### config.mk
export PLATFORM = sky130hd
export DESIGN_NAME = truth_table_sequencer
export DESIGN_NICKNAME = d
export VERILOG_FILES = /design/src/rtl/tt_seq_pkg.sv /design/src/rtl/truth_table_sequencer_settle_timer.sv /design/src/rtl/truth_table_sequencer.sv
export SDC_FILE = /design/constraint.sdc
export NUM_CORES = 1
export LEC_CHECK = 0
export ABC_AREA = 1
export BUFFER_PORTS_ARGS = -buffer_cell sky130_fd_sc_hd__buf_2
export CORE_MARGIN = 3
export CORE_UTILIZATION = 28
export DETAILED_ROUTE_END_ITERATION = 16
export HOLD_SLACK_MARGIN = 0.06
export PLACE_DENSITY = 0.48
export SLEW_MARGIN = 20
export SYNTH_ARGS = -nofsm -noshare
export SYNTH_HDL_FRONTEND = slang
export SYNTH_SLANG_ARGS = --single-unit
export TNS_END_PERCENT = 10
### constraint.sdc
create_clock -name clk -period 1.6 [get_ports clk]
set_input_delay 0.16 -clock clk [delete_from_list [all_inputs] [get_ports clk]]
set_output_delay 0.16 -clock clk [all_outputs]
set_load 0.1 [all_outputs]
### src/rtl/tt_seq_pkg.sv
// Shared definitions for the truth-table sequencer.
//   tt_state_t    : sweep FSM states (IDLE, RUN, DONE)
//   Q6_EXPECTED   : default truth table, Y=1 only for inputs 010 and 101
//   expected_bit  : looks up the required Y for one input vector
package tt_seq_pkg;

  typedef enum logic [1:0] {
    IDLE = 2'd0,
    RUN  = 2'd1,
    DONE = 2'd2
  } tt_state_t;

  localparam logic [7:0] Q6_EXPECTED = 8'h24;

  // The table is always carried at its widest size (N_IN=8 -> 256 entries);
  // narrower configurations only ever address the low 2**N_IN bits.
  function automatic logic expected_bit(input logic [255:0] tbl,
                                        input logic [7:0]   idx);
    return tbl[idx];
  endfunction

endpackage

### src/rtl/truth_table_sequencer_settle_timer.sv
// Loadable down-counter that times how long each vector is held.
// Ports:
//   clk, reset : clock and asynchronous active-high reset (count -> 0)
//   load       : reload the count with SETTLE-1
//   en         : decrement by one (ignored while load is high or count is 0)
//   zero       : count is at zero, i.e. this is the last settle cycle
module settle_timer #(
  parameter int SETTLE = 4
) (
  input  logic clk,
  input  logic reset,
  input  logic load,
  input  logic en,
  output logic zero
);

  localparam int CW = $clog2(SETTLE) + 1;
  localparam logic [CW-1:0] LOAD_VAL = CW'(SETTLE - 1);
  localparam logic [CW-1:0] CNT_ONE  = CW'(1);

  logic [CW-1:0] cnt_q;
  logic [CW-1:0] cnt_d;

  always_comb begin
    cnt_d = cnt_q;
    if (load) begin
      cnt_d = LOAD_VAL;
    end else if (en && (cnt_q != '0)) begin
      cnt_d = cnt_q - CNT_ONE;
    end
  end

  always_ff @(posedge clk or posedge reset) begin
    if (reset) begin
      cnt_q <= '0;
    end else begin
      cnt_q <= cnt_d;
    end
  end

  assign zero = (cnt_q == '0);

endmodule

### src/rtl/truth_table_sequencer.sv
// Self-checking stimulus engine for a small 1-output combinational block.
// On start it applies every input vector in binary order, holds each for
// SETTLE cycles, samples y_in on the last settle cycle and compares it with
// the EXPECTED truth table, counting mismatches and capturing the first one.
// Ports:
//   clk, reset  : clock (rising edge), asynchronous active-high reset
//   start       : run one full sweep (only honoured in IDLE)
//   stim        : vector driven to the block under test, MSB is input A
//   y_in        : output of the block under test
//   busy        : sweep in progress
//   done        : one-cycle pulse at the end of a sweep
//   pass        : last sweep had no mismatches (held until next start/reset)
//   err_count   : mismatching vectors in the current/last sweep
//   fail_valid  : at least one mismatch seen in this sweep
//   fail_index  : index of the first mismatching vector
module truth_table_sequencer
  import tt_seq_pkg::*;
#(
  parameter int           N_IN     = 3,
  parameter logic [255:0] EXPECTED = 256'(Q6_EXPECTED),
  parameter int           SETTLE   = 4
) (
  input  logic            clk,
  input  logic            reset,
  input  logic            start,
  output logic [N_IN-1:0] stim,
  input  logic            y_in,
  output logic            busy,
  output logic            done,
  output logic            pass,
  output logic [N_IN:0]   err_count,
  output logic            fail_valid,
  output logic [N_IN-1:0] fail_index
);

  if ((N_IN < 1) || (N_IN > 8)) begin : g_bad_n_in
    $error("truth_table_sequencer: N_IN=%0d outside 1..8", N_IN);
  end
  if (SETTLE < 1) begin : g_bad_settle
    $error("truth_table_sequencer: SETTLE=%0d must be at least 1", SETTLE);
  end

  localparam logic [N_IN-1:0] IDX_ONE = N_IN'(1);
  localparam logic [N_IN:0]   ERR_ONE = (N_IN + 1)'(1);

  tt_state_t         state_q, state_d;
  logic [N_IN-1:0]   idx_q, idx_d;
  logic              busy_q, busy_d;
  logic              done_q, done_d;
  logic              pass_q, pass_d;
  logic [N_IN:0]     err_q, err_d;
  logic              fail_valid_q, fail_valid_d;
  logic [N_IN-1:0]   fail_index_q, fail_index_d;

  logic              t_load;
  logic              t_en;
  logic              t_zero;
  logic              last_vec;
  logic              exp_y;
  logic              mismatch;

  settle_timer #(
    .SETTLE (SETTLE)
  ) u_timer (
    .clk   (clk),
    .reset (reset),
    .load  (t_load),
    .en    (t_en),
    .zero  (t_zero)
  );

  assign last_vec = &idx_q;
  assign exp_y    = expected_bit(EXPECTED, 8'(idx_q));
  // Case inequality so an X or Z on y_in is scored as a failure in
  // simulation; synthesis reduces it to a plain inequality.
  assign mismatch = (y_in !== exp_y);

  always_comb begin
    state_d      = state_q;
    idx_d        = idx_q;
    busy_d       = busy_q;
    done_d       = 1'b0;
    pass_d       = pass_q;
    err_d        = err_q;
    fail_valid_d = fail_valid_q;
    fail_index_d = fail_index_q;
    t_load       = 1'b0;
    t_en         = 1'b0;

    case (state_q)
      IDLE: begin
        if (start) begin
          idx_d        = '0;
          t_load       = 1'b1;
          busy_d       = 1'b1;
          pass_d       = 1'b0;
          err_d        = '0;
          fail_valid_d = 1'b0;
          fail_index_d = '0;
          state_d      = RUN;
        end
      end

      RUN: begin
        if (!t_zero) begin
          t_en = 1'b1;
        end else begin
          if (mismatch) begin
            err_d = err_q + ERR_ONE;
            if (!fail_valid_q) begin
              fail_valid_d = 1'b1;
              fail_index_d = idx_q;
            end
          end
          if (last_vec) begin
            // Verdict must include the vector being scored this cycle,
            // hence err_d rather than err_q.
            state_d = DONE;
            busy_d  = 1'b0;
            done_d  = 1'b1;
            pass_d  = (err_d == '0);
          end else begin
            idx_d  = idx_q + IDX_ONE;
            t_load = 1'b1;
          end
        end
      end

      DONE: begin
        state_d = IDLE;
      end

      default: begin
        state_d = IDLE;
      end
    endcase
  end

  always_ff @(posedge clk or posedge reset) begin
    if (reset) begin
      state_q      <= IDLE;
      idx_q        <= '0;
      busy_q       <= 1'b0;
      done_q       <= 1'b0;
      pass_q       <= 1'b0;
      err_q        <= '0;
      fail_valid_q <= 1'b0;
      fail_index_q <= '0;
    end else begin
      state_q      <= state_d;
      idx_q        <= idx_d;
      busy_q       <= busy_d;
      done_q       <= done_d;
      pass_q       <= pass_d;
      err_q        <= err_d;
      fail_valid_q <= fail_valid_d;
      fail_index_q <= fail_index_d;
    end
  end

  // The applied vector is always the current index, so one register serves
  // both; it keeps the last (all-ones) vector after a sweep.
  assign stim       = idx_q;
  assign busy       = busy_q;
  assign done       = done_q;
  assign pass       = pass_q;
  assign err_count  = err_q;
  assign fail_valid = fail_valid_q;
  assign fail_index = fail_index_q;

endmodule

---- Yosys cells after proc, flatten, opt, wreduce, memory -nomap -nowiden ----
Memory sizes are Yosys's and may differ from the RTL's.
Index checks and enable logic that the tools add are counted.
storage, ports and cells
  output and inout bits ................... 14
  bits in registers ....................... 19
  logic and storage cells ................. 77
  ROM bits ................................ 8
  input port bits ......................... 4
  memory bits (writable) .................. 0
  memories kept ........................... 1
  bits in latches ......................... 0
memories
  memory           words  width  read ports  clocked after Yosys merged registers in  write ports  RTL line          RTL
  (no name shown)  8      1      1           0                                        0            tt_seq_pkg.sv:19  return tbl[idx];
cells by class
  bitwise operators ....................... 0
  add/sub/neg operators ................... 3
  shift-type cells ........................ 0
  equal/unequal tests ..................... 8
  multipliers ............................. 0
  multiplexer cells ....................... 41
  magnitude comparators ................... 1
  divide/modulo/power cells ............... 0
  reduce and logical (&&, ||, !) cells .... 14
operators with widths
  operator             number
  $mux 3               8
  $mux 4               5
  $mux 1               17
  $ne 2x2->1 const B   6
  $pmux 3 s2           2
  $reduce_and 4->1     3
  $lt 3x9->1 const B   1
  $reduce_and 3->1     3
  $pmux 1 s2           4
  $pmux 4 s2           1
  $mux 2               3
  $reduce_and 5->1     1
  $add 4x1->4 const B  1
  $logic_not 4->1      1
  $pmux 2 s2           1
  $reduce_bool 2->1    2
  $add 3x1->3 const B  1
  $logic_not 3->1      1
  $reduce_bool 3->1    1
  $sub 3x1->3 const B  1
  $eq 2x1->1 const B   1
  $logic_not 2->1      1
  $logic_and 1x1->1    1
  $nex 1x1->1          1

---- Logic depth before layout (Yosys ltp) ----
  word-level depth ........................ 10
  mapped depth ............................ 11
  gate-level depth less buffers ........... 11

---- Cells and area by module ----
From an unflattened synthesis, not the netlist that was laid out.
second synthesis, totals
  cells, all modules ...................... 137
  area total of the unflattened synthesis .. 1111.1 um2
by module, submodules not included
  module                 seq. area each (um2)  cells an instance  instances  area each (um2)
  truth_table_sequencer  400.4                 112                1          928.4
  settle_timer           75.1                  25                 1          182.7

---- Least setup slack after synthesis ----
No wires, ideal clock.
  kind .................................... register to register
  start point ............................. register idx_q[1], in the netlist stim[1]
  end point ............................... register fail_index_q[0], in the netlist fail_index[0]
  buffers on the path ..................... 0
  data arrival time ....................... 2022 ps
  cell stages (with the launch flop) ...... 11
  required time ........................... 1478 ps
  library setup time ...................... 122 ps
  slack ................................... -544 ps
  clock period less this slack ............ 2144 ps
  path through ............................ dfrtp_1 > inv_1 > ha_1 > inv_1 > nand2_1 > nand3_2 > nand2_2 > o21ai_2 > nor2_1 > nand2_1 > nand2_1
on the way
  cells in the longest elaborated chain, start to end .. 5
ends and longest elaborated chain
  what                               RTL line                      RTL
  start: declaration                 truth_table_sequencer.sv:47   logic [N_IN-1:0] idx_q, idx_d;
  start signal: assignment           truth_table_sequencer.sv:151  idx_q <= idx_d;
  $mem_v2 8x1                        n/a
  $mux 1 (implied by the code)       tt_seq_pkg.sv:19
  $nex 1x1->1                        truth_table_sequencer.sv:76   assign mismatch = (y_in !== exp_y);
  $ne 2x2->1 (no source line)        n/a
  $reduce_and 5->1 (no source line)  n/a
  end signal: assignment             truth_table_sequencer.sv:157  fail_index_q <= fail_index_d;
  end: declaration                   truth_table_sequencer.sv:53   logic [N_IN-1:0] fail_index_q, fail_index_d;
No other way between the ends. The select of a mux whose other input is x is not followed.
A chain may end at the register's enable or synchronous reset.

---- Final worst setup path ----
  start point ............................. register u_timer.cnt_q[1]
  end point ............................... register u_timer.cnt_q[1]
on the way
  cells in the longest elaborated chain, start to end .. 5
  elaborated cells on any way between the ends .. 11
  those cells by class .................... add/sub (1); mux (6); reduce/logical (4)
ends and longest elaborated chain
  what                                                 RTL line                                  RTL
  start: declaration                                   truth_table_sequencer_settle_timer.sv:21  logic [CW-1:0] cnt_q;
  start signal: assignment                             truth_table_sequencer_settle_timer.sv:37  cnt_q <= cnt_d;
  branches (longest 5 deep; another with $sub 3x1->3)  n/a
Several ways; the timed one is not identified. The select of a mux whose other input is x is not followed.

==> key figures <==
STA
  • Setup ws final: 68.3 ps
  • Clock Skews: 2.01 ps
  • Max Clock Freq: 0.653 GHz
  • # setup viols final: 0
  • Slew margin rel.: 0.675
  • Max-slew violations: 0
  • Worst Hold Slack: 175 ps
  • Total negative slack: 0 ps
  • Hold Vio Cnt, Final: 0
  • Tcrit/Tclk final: 0.957
  • Measured slew at the worst slew-check pin: 491 ps
  • RSZ-0062 raised after global routing: yes
  • Final min period: 1530 ps

Placed design
  • Post-DP HPWL: 1790 um
  • Worst slack at placement: -6.79 ps
  • Placer congestion estimate: 0.859
  • Port bufs: 17
  • Placed Area: 1290 um2

Yosys
  • Synthesized area per cell: 8.30 um2
  • Ys Warns: 0
  • Area leader, netlist: dfrtp_1
  • Largest cells by area after synthesis: dfrtp_1 44%, nand2_1 11%, ha_1 8.1%, nand3_1 7.8%, inv_1 6.2%
  • EDFF count, synth: 0
  • Netlist cell types: 22
  • Sequential fraction of the synthesis area: 0.437
  • Post-synth top cells: 33 x nand2_1, 19 x dfrtp_1, 18 x inv_1
  • Synth Cell Area: 1090 um2
  • Synth top area share: 0.437
  • Main synth FF type: dfrtp_1
  • Top-count cell post-synth: nand2_1
  • Async set-reset flop share out of synthesis: 1.00
  • Post-Syn Nets: 142
  • Mapped Cells: 131
  • Seq cells post-synth: 19

Global routing
  • GRT Util Overall: 0.121
  • Top Usage Layer GRT: met2
  • First-pass GRT wire length: 4120 um
  • GRT Residual Overflow: 0
  • GR Util met2: 0.202
  • Pin count of the biggest net entering global routing: 20
  • Initial antenna violation count: 0
  • Met3 usage: 0.0263
  • Vias in the first global route: 929
  • Met1 usage: 0.148

Job
  • Max Cap Viol: 0

Clocking
  • Clock transition at the registers of the reported paths: 80 ps
  • H-tree levels: 1
  • Sinks on Clock Net: 19
  • Clk buf depth: 2
  • Worst-Skew Late Latency: 260 ps
  • CTS tree: yes
  • Clock root buffer: clkbuf_8
  • CTS buffer count: 3

Setup path
  • Crit path depth: 11
  • CP Launch Type: register
  • Worst path bufs/invs: 3
  • RR Startpoint: u_timer.cnt_q[1]
  • CP max-delay cell: dfrtp_1
  • CP Launch Point: u_timer.cnt_q[1]
  • Crit path cell chain: inv_1 -> ha_2 -> ha_4 -> inv_2 -> nand2_2 -> o211ai_4 -> clkinv_4 -> nand2_8 -> nand2_4 -> nor2_1 -> a21oi_1
  • CP top delay family: flip-flops
  • CP endpoint kind: register
  • R2r setup slk: 70 ps
  • Crit path max fanout: 5
  • WP data arrival: 1690 ps
  • Reg2Reg Depth: 11
  • Kind of critical path: reg -> reg
  • Required time worst endpoint: 1760 ps
  • Largest stage delay on the critical path: 350 ps
  • Reg2reg end: u_timer.cnt_q[1]
  • CP endpoint: u_timer.cnt_q[1]

Die
  • Num ports: 18
  • Core ar.: 3690 um2
  • Die H: 68.3 um
  • # rows: 22
  • Total die area: 4670 um2
  • Starting Density: 0.295
  • Die Width: 68.3 um

Drt
  • Wire per inst: 11.7 um
  • Pre-antenna DRT Iters: 4
  • Final ANT Viol Nets: 0
  • Routed vias: 963
  • Total wire length: 2450 um
  • Starting DRT DRC Count: 22
  • DRC: 0
  • Drt via density: 4.61

Final layout
  • Fin nets: 173
  • Area grow syn2layout: 33.9%
  • Fraction of layout cells with a size suffix above 1: 0.391
  • N_diodes: 0
  • Post-route cell area: 1460 um2

Worst hold path
  • HP Class: in -> reg

Status
  • Status: finished clean
## worst min-delay path by stage
stage               startpoint          to  slack, ps  depth (start not counted)
floorplan                reset        busy        110                          1
global placement         reset     stim[0]        200                          3
detailed placement       reset  fail_valid        210                          3
CTS                      start        busy        170                          3
global route             start        busy        200                          3
finish                   start        busy        170                          3
## flip-flops by register name (all words and copies together) (netlist names)
name           count
pass               1
u_timer.cnt_q      3
fail_index         3
done               1
err_count          4
busy               1
state_q            2
stim               3
fail_valid         1
## worst reg2reg max path, delay by kind of cell, from the launching register on
family	cells	cell delay (ps)
DFF	1	350
adders and majority gates	2	340
and+or+nand+nor	4	330
buffers and inverters	3	250
AOI/OAI and AO/OA	2	160
## kinds of logic (layout without fill, tap and decap cells)
family | after synthesis | count (layout) | synth area share
buffers and inverters | 23 | 53 | 0.0909
XOR/XNOR | 1 | 1 | 0.00806
AND/OR/NAND/NOR | 69 | 69 | 0.299
AO/OA/AOI/OAI | 12 | 12 | 0.0840
adder cells (fa/ha/maj) | 7 | 7 | 0.0805
flip-flops | 19 | 19 | 0.437
## area by class of cell
| type | count | area [um2] |
|---|---|---|
| clock inverter | 1 | 5.00 |
| timing repair buffer | 26 | 155 |
| inverter | 23 | 104 |
| multi-input combinational | 89 | 603 |
| tap | 48 | 60.1 |
| fill | 399 | 2230 |
| clock buffer | 3 | 41.3 |
| sequential | 19 | 488 |
## routing by layer
layer | vias up | part of all wire
met5 | - | 0
met4 | 0 | 0.021
met3 | 8 | 0.037
li1 | 483 | -
met2 | 20 | 0.51
met1 | 452 | 0.44
## cells in the final DEF, fill, tap and decap left out, types with 3 or more instances in the layout
master	instances
nand2_2	4
o21ai_1	3
buf_2	17
inv_1	16
ha_1	3
clkbuf_8	3
nand3_1	17
dfrtp_2	4
dfrtp_1	13
inv_4	3
nor2_1	8
ha_4	3
nand2_4	3
buf_4	8
nand2_1	30
## stage by stage
step,utilization,std cells
2_1_floorplan,-,131
3_3_place_gp,0.350,198
3_5_place_dp,0.350,198
4_1_cts,0.371,205
5_1_grt,0.395,209
6_report,0.395,209
## timing repair
item	4_1_cts	5_1_grt
hold buffers	1	0
setup endpoints to repair	4	13
resized for setup	1	14
hold endpoints to repair	19	0
setup buffers	2	4
pin swaps	0	6
Power is left out: the tool's default activity adds up to more than one toggle a clock period on the data nets, which glitch-free logic cannot reach.
